<file path="src/rtl/fetch_stage.sv">
// fetch_stage
//   Instruction-fetch stage: holds the PC, presents it to a zero-latency
//   instruction memory, and captures the returned word into the IF/ID register.
// Ports
//   clk, rst                        clock, asynchronous active-high reset
//   stall_if / stall_id / flush_id  hazard-unit controls
//   branch_taken, branch_target     ID-stage branch redirect (wins over jump)
//   jump, jump_target               ID-stage jump redirect
//   imem_addr / imem_rdata          instruction memory port (imem_addr = PC)
//   instr_id, pc_id, pc_plus4_id,   IF/ID pipeline register
//   valid_id
//   fetch_count                     instructions accepted into IF/ID
module fetch_stage #(
  parameter int ADDR_WIDTH = 32,
  parameter int DATA_WIDTH = 32,
  parameter logic [ADDR_WIDTH-1:0] RESET_PC = '0
) (
  input  logic                  clk,
  input  logic                  rst,
  input  logic                  stall_if,
  input  logic                  stall_id,
  input  logic                  flush_id,
  input  logic                  branch_taken,
  input  logic [ADDR_WIDTH-1:0] branch_target,
  input  logic                  jump,
  input  logic [ADDR_WIDTH-1:0] jump_target,
  output logic [ADDR_WIDTH-1:0] imem_addr,
  input  logic [DATA_WIDTH-1:0] imem_rdata,
  output logic [DATA_WIDTH-1:0] instr_id,
  output logic [ADDR_WIDTH-1:0] pc_id,
  output logic [ADDR_WIDTH-1:0] pc_plus4_id,
  output logic                  valid_id,
  output logic [31:0]           fetch_count
);

  localparam logic [ADDR_WIDTH-1:0] FOUR = ADDR_WIDTH'(4);

  logic [ADDR_WIDTH-1:0] pc_q, pc_d;
  logic [DATA_WIDTH-1:0] instr_q, instr_d;
  logic [ADDR_WIDTH-1:0] pc_id_q, pc_id_d;
  logic [ADDR_WIDTH-1:0] pc_plus4_id_q, pc_plus4_id_d;
  logic                  valid_q, valid_d;
  logic [31:0]           fetch_count_q, fetch_count_d;
  logic [ADDR_WIDTH-1:0] pc_plus4;

  // Natural-width add wraps the top aligned address back to zero.
  assign pc_plus4 = pc_q + FOUR;

  always_comb begin
    pc_d = pc_plus4;
    if (stall_if) begin
      pc_d = pc_q;
    end else if (branch_taken) begin
      pc_d = {branch_target[ADDR_WIDTH-1:2], 2'b00};
    end else if (jump) begin
      pc_d = {jump_target[ADDR_WIDTH-1:2], 2'b00};
    end
  end

  always_comb begin
    instr_d       = instr_q;
    pc_id_d       = pc_id_q;
    pc_plus4_id_d = pc_plus4_id_q;
    valid_d       = valid_q;
    fetch_count_d = fetch_count_q;
    // A bubble keeps the old PC fields; only the instruction and valid change.
    if (flush_id) begin
      instr_d = '0;
      valid_d = 1'b0;
    end else if (!stall_id) begin
      instr_d       = imem_rdata;
      pc_id_d       = pc_q;
      pc_plus4_id_d = pc_plus4;
      valid_d       = 1'b1;
      fetch_count_d = fetch_count_q + 32'd1;
    end
  end

  always_ff @(posedge clk or posedge rst) begin
    if (rst) begin
      pc_q          <= RESET_PC;
      instr_q       <= '0;
      pc_id_q       <= '0;
      pc_plus4_id_q <= '0;
      valid_q       <= 1'b0;
      fetch_count_q <= '0;
    end else begin
      pc_q          <= pc_d;
      instr_q       <= instr_d;
      pc_id_q       <= pc_id_d;
      pc_plus4_id_q <= pc_plus4_id_d;
      valid_q       <= valid_d;
      fetch_count_q <= fetch_count_d;
    end
  end

  assign imem_addr   = pc_q;
  assign instr_id    = instr_q;
  assign pc_id       = pc_id_q;
  assign pc_plus4_id = pc_plus4_id_q;
  assign valid_id    = valid_q;
  assign fetch_count = fetch_count_q;

endmodule

</file>
<file path="config.mk">
export PLATFORM = sky130hd
export DESIGN_NAME = fetch_stage
export DESIGN_NICKNAME = d
export VERILOG_FILES = /design/src/rtl/fetch_stage.sv
export SDC_FILE = /design/constraint.sdc
export NUM_CORES = 1
export LEC_CHECK = 0
export CORE_ASPECT_RATIO = 2
export CORE_MARGIN = 2
export CORE_UTILIZATION = 50
export CTS_BUF_LIST = sky130_fd_sc_hd__clkbuf_8
export CTS_CLUSTER_DIAMETER = 60
export DETAILED_ROUTE_END_ITERATION = 10
export PLACE_DENSITY = 0.88
export SLEW_MARGIN = 20
export SYNTH_ARGS = -nofsm -noshare
export SYNTH_HDL_FRONTEND = slang
export SYNTH_SLANG_ARGS = --single-unit
</file>
<file path="constraint.sdc">
create_clock -name clk -period 12.88 [get_ports clk]
set_input_delay 1.932 -clock clk [delete_from_list [all_inputs] [get_ports clk]]
set_output_delay 1.932 -clock clk [all_outputs]
set_load 0.05 [all_outputs]
</file>
* Word level (Yosys, flattened, before mapping)
Index checks and enable logic that the tools add are counted.
Storage, ports and cells: output and inout port bits 161, flip-flop bits (word level) 161, logic and storage cells 18, bits of input ports 103
Operators by class: add/subtract/negate cells 2, mux-type cells 6, reductions and logical operators 1, bitwise logic cells 2, eq/ne operators 1
Operators with widths (number):
- $mux W32 | 4
- $add A32 B1 Y32 const B | 1
- $add A32 B3 Y32 const B | 1
- $mux W1 | 2
- $ne A2 B1 Y1 const B | 1
- $not A1 Y1 | 2
- $reduce_and A2 Y1 | 1

* Logic depth before layout (Yosys ltp)
depth after elaboration 3, gate-level depth with buffers 8, gate-level depth less buffers 6

* Worst setup path after synthesis
OpenSTA, ideal clock, no wires.
path kind input port to flip-flop, start in stall_id, end reg fetch_count_q[19], in the netlist fetch_count[19], arrival 3230 ps, buffers on the path 1, slack 9508 ps, required time 12738 ps, library setup time 142 ps, cell stages on the path 6, cells stage by stage buf_2 -> nand4bb_1 -> nor3_1 -> and2_1 -> nand4_1 -> xnor2_1
On the way: longest elaborated chain between the ends 2
RTL lines:
- start: declaration | RTL line 21 | input logic stall_id,
- $not A1 Y1 (no line)
- $reduce_and A2 Y1 (no line)
- end signal: assignment | RTL line 93 | fetch_count_q <= fetch_count_d;
- end: declaration | RTL line 43 | logic [31:0] fetch_count_q, fetch_count_d;
No other way between the ends. A chain may end at the register's enable or synchronous reset.

* Final worst setup path
start in jump, end reg pc_q[21], in the netlist imem_addr[21]
On the way: longest elaborated chain between the ends 2
RTL lines:
- start: declaration | RTL line 25 | input logic jump,
- $mux W32 | RTL line 55 | end else if (jump) begin
- $mux W32 | RTL line 53 | end else if (branch_taken) begin
- end signal: assignment | RTL line 88 | pc_q <= pc_d;
- end: declaration | RTL line 38 | logic [ADDR_WIDTH-1:0] pc_q, pc_d;
No other way between the ends.

==> results.json <==
{
  "postCtsSetupBuffers": 0,
  "syn-mean-instance-area_sq_um": 10.5,
  "tns_ns": 0,
  "crit_buf_inv": 2,
  "antenna_found_initial": 0,
  "finalWirelength_mm": 21.5,
  "yosys_register_bits": 155,
  "syn_inst": 695,
  "multi_input_area_sq_um": 3150,
  "clk_pin_slew_ns": 0.09,
  "initial_core_util": 0.510,
  "grt_pass1_vias": 6428,
  "slowest_stage": "clkdlybuf4s50_1",
  "die-area_sq_um": 15700,
  "hold_class": "reg2reg",
  "path_delay_family": "buffers and inverters",
  "final-hold-violation-count": 0,
  "required_ns": 13.26,
  "die_width_microns": 89.6,
  "htreeDepth": 4,
  "overflow": 0,
  "cp_slowest_stage_delay_ns": 0.75,
  "clkLatencyLatePin_ns": 0.46,
  "ys_async_sr_fraction": 1.00,
  "post-route-min-period_ns": 3.95,
  "cts_made_buffers": 17,
  "grt_pass1_wl_mm": 33.5,
  "core_area_sq_um": 14400,
  "rows": 62,
  "synth.distinct_cells": 53,
  "report.final.slew_viol_count": 0,
  "drive_above_1_share": 0.0859,
  "synth_edf_count": 0,
  "place_inst": 1103,
  "drt_drc_violations_left": 0,
  "hold_buffers": 0,
  "p_leak_uw": 0.00439,
  "ys_top_cells_by_area": "dfrtp_1 (53%), xnor2_1 (5.5%), mux2_2 (4.9%)",
  "synthesis.area_sq_um": 7320,
  "antenna_cells": 0,
  "clock_sinks": 155,
  "arrival_ns": 4.33,
  "finalNonFillerCells": 1135,
  "crit_type": "in2reg",
  "cts_resized": 0,
  "grt_usage": 0.280,
  "drtAntennaViolNets": 0,
  "fin_skew_ns": 0.0210,
  "seqCellArea_sq_um": 3880,
  "cap_violations": 0,
  "fp.dieH_microns": 175,
  "startpoint_type": "input port",
  "drt_pass1_iterations": 5,
  "cts_tree": "yes",
  "drtIter0Drc": 285,
  "slew_headroom": 0.298,
  "gp_congestion": 0.822,
  "crit_path_max_fanout": 15,
  "grt_max_degree": 96,
  "wire_per_inst_microns": 18.9,
  "rsz0062_at_grt": "false",
  "vias": 6305,
  "status": "complete, no violations",
  "setup_viol": 0,
  "vdd_drop_max_v": 0.0000771,
  "end_kind": "flop",
  "max_freq_ghz": 0.253,
  "avgViaCountPerCell": 5.56,
  "cts_root_buffer": "clkbuf_8",
  "yosysWarnings": 0,
  "worst_slew_pin_slew_ns": 1.05,
  "yosysTopAreaCellShare": 0.530,
  "p_per_area_nw_per_um2": 145,
  "synthTopCellsByCount": "dfrtp_1 (155), nor2_1 (82), a21oi_1 (55)",
  "synth_top_flop_cell": "dfrtp_1",
  "worst_hold_slack_ns": 0.469,
  "io_pins": 264,
  "port_buffers": 253,
  "final_nets": 1035,
  "nFillCells": 1056,
  "ys_seq_area_frac": 0.530,
  "ctsLongestPathBuffers": 2,
  "area_growth_syn_to_layout_pct": 40.9,
  "timing.critical_path.cells": "clkdlybuf4s50_1 > inv_1 > nand2_1 > or4_1 > nand3_1",
  "synth_top_cell_by_area": "dfrtp_1",
  "period_share": 0.307,
  "hpwl_mm": 16.0,
  "post-synth-top-count-cell": "dfrtp_1"
}
==> layout make-up <==
type,count,area share
Clock inverter,14,0.0109
Clock buffer,18,0.0240
Inverter,29,0.0110
Sequential cell,155,0.376
Multi-Input combinational cell,469,0.306
Timing Repair Buffer,258,0.249
Tap cell,192,0.0233
==> logic make-up (layout without fill, tap and decap cells) <==
kind of cell,after synthesis,count (layout),synth area share
AOI/OAI and AO/OA,133,133,0.118
other,1,6,0.000512
muxes,66,66,0.0957
DFF,155,155,0.530
adders and majority gates,2,2,0.00342
buffers and inverters,76,319,0.0427
xor gates and xnor gates,59,59,0.0706
and+or+nand+nor,203,203,0.139
==> final timing paths <==
path | depth (start not counted) | slack (ns) | end | from
setup / recovery | 5 | 8.93 | imem_addr[21] | jump
min in group asynchronous | 2 | 1.94 | pc_id[31] | rst
hold / removal | 1 | 0.47 | fetch_count[31] | fetch_count[31]
max in group asynchronous | 3 | 9.68 | pc_id[16] | rst
setup reg to reg | 6 | 10.50 | imem_addr[22] | imem_addr[2]
hold reg to reg | 1 | 0.47 | fetch_count[31] | fetch_count[31]
==> flip-flops by register name, indices dropped and copies added (netlist names) <==
name / cells
fetch_count: 32
instr_id: 32
imem_addr: 30
pc_id: 30
pc_plus4_id: 30
valid_id: 1
==> where the power goes <==
part           total, uW  internal, uW  switching [uW]
clock network        336           142             194
logic                545           195             350
registers            615           549            65.5
total               1500           886             610
==> routing by layer <==
metal,track usage,wire length [microns],vias up
li1,-,-,2914
met1,0.306,7480,3073
met2,0.502,11900,260
met3,0.0520,1200,58
met4,0.130,873,0
met5,0,0,-
==> metrics by stage <==
step / util / power, uW / setup WS, ns / instance area, sq um
detailed placement: 0.693 / 1170 / 8.54 / 9950
finish: 0.718 / 1500 / 8.93 / 10300
floorplan: - / 961 / 6.77 / 7340
global route: 0.718 / 1560 / 8.84 / 10300
global placement: 0.693 / 1160 / 8.54 / 9950
CTS: 0.718 / 1510 / 9.01 / 10300
==> placed cells by master, fill, tap and decap left out, types with 3 or more instances in the layout <==
master,count
o22ai_1,15
conb_1,6
xor2_1,13
nand4_1,22
xnor2_1,46
a21oi_1,55
clkinv_4,5
clkdlybuf4s50_1,251
a211oi_1,3
mux2_2,32
a221o_1,3
nand3_1,28
nor3_1,8
inv_1,30
mux2i_1,34
a22oi_1,16
nor2_1,81
o211a_1,4
and4_1,4
and3_1,7
buf_4,4
o21ai_0,9
nand2_1,35
o31a_1,12
dfrtp_1,155
inv_6,5
clkbuf_8,18
==> worst register-to-register path, delay by kind of cell, from the launching register on <==
kind | cells | cell delay [ns]
adder cells (fa/ha/maj) | 1 | 0.32
AO/OA/AOI/OAI | 2 | 0.49
AND/OR/NAND/NOR | 3 | 0.97
flip-flops | 1 | 0.51
Power figures use the tool's default switching activity.
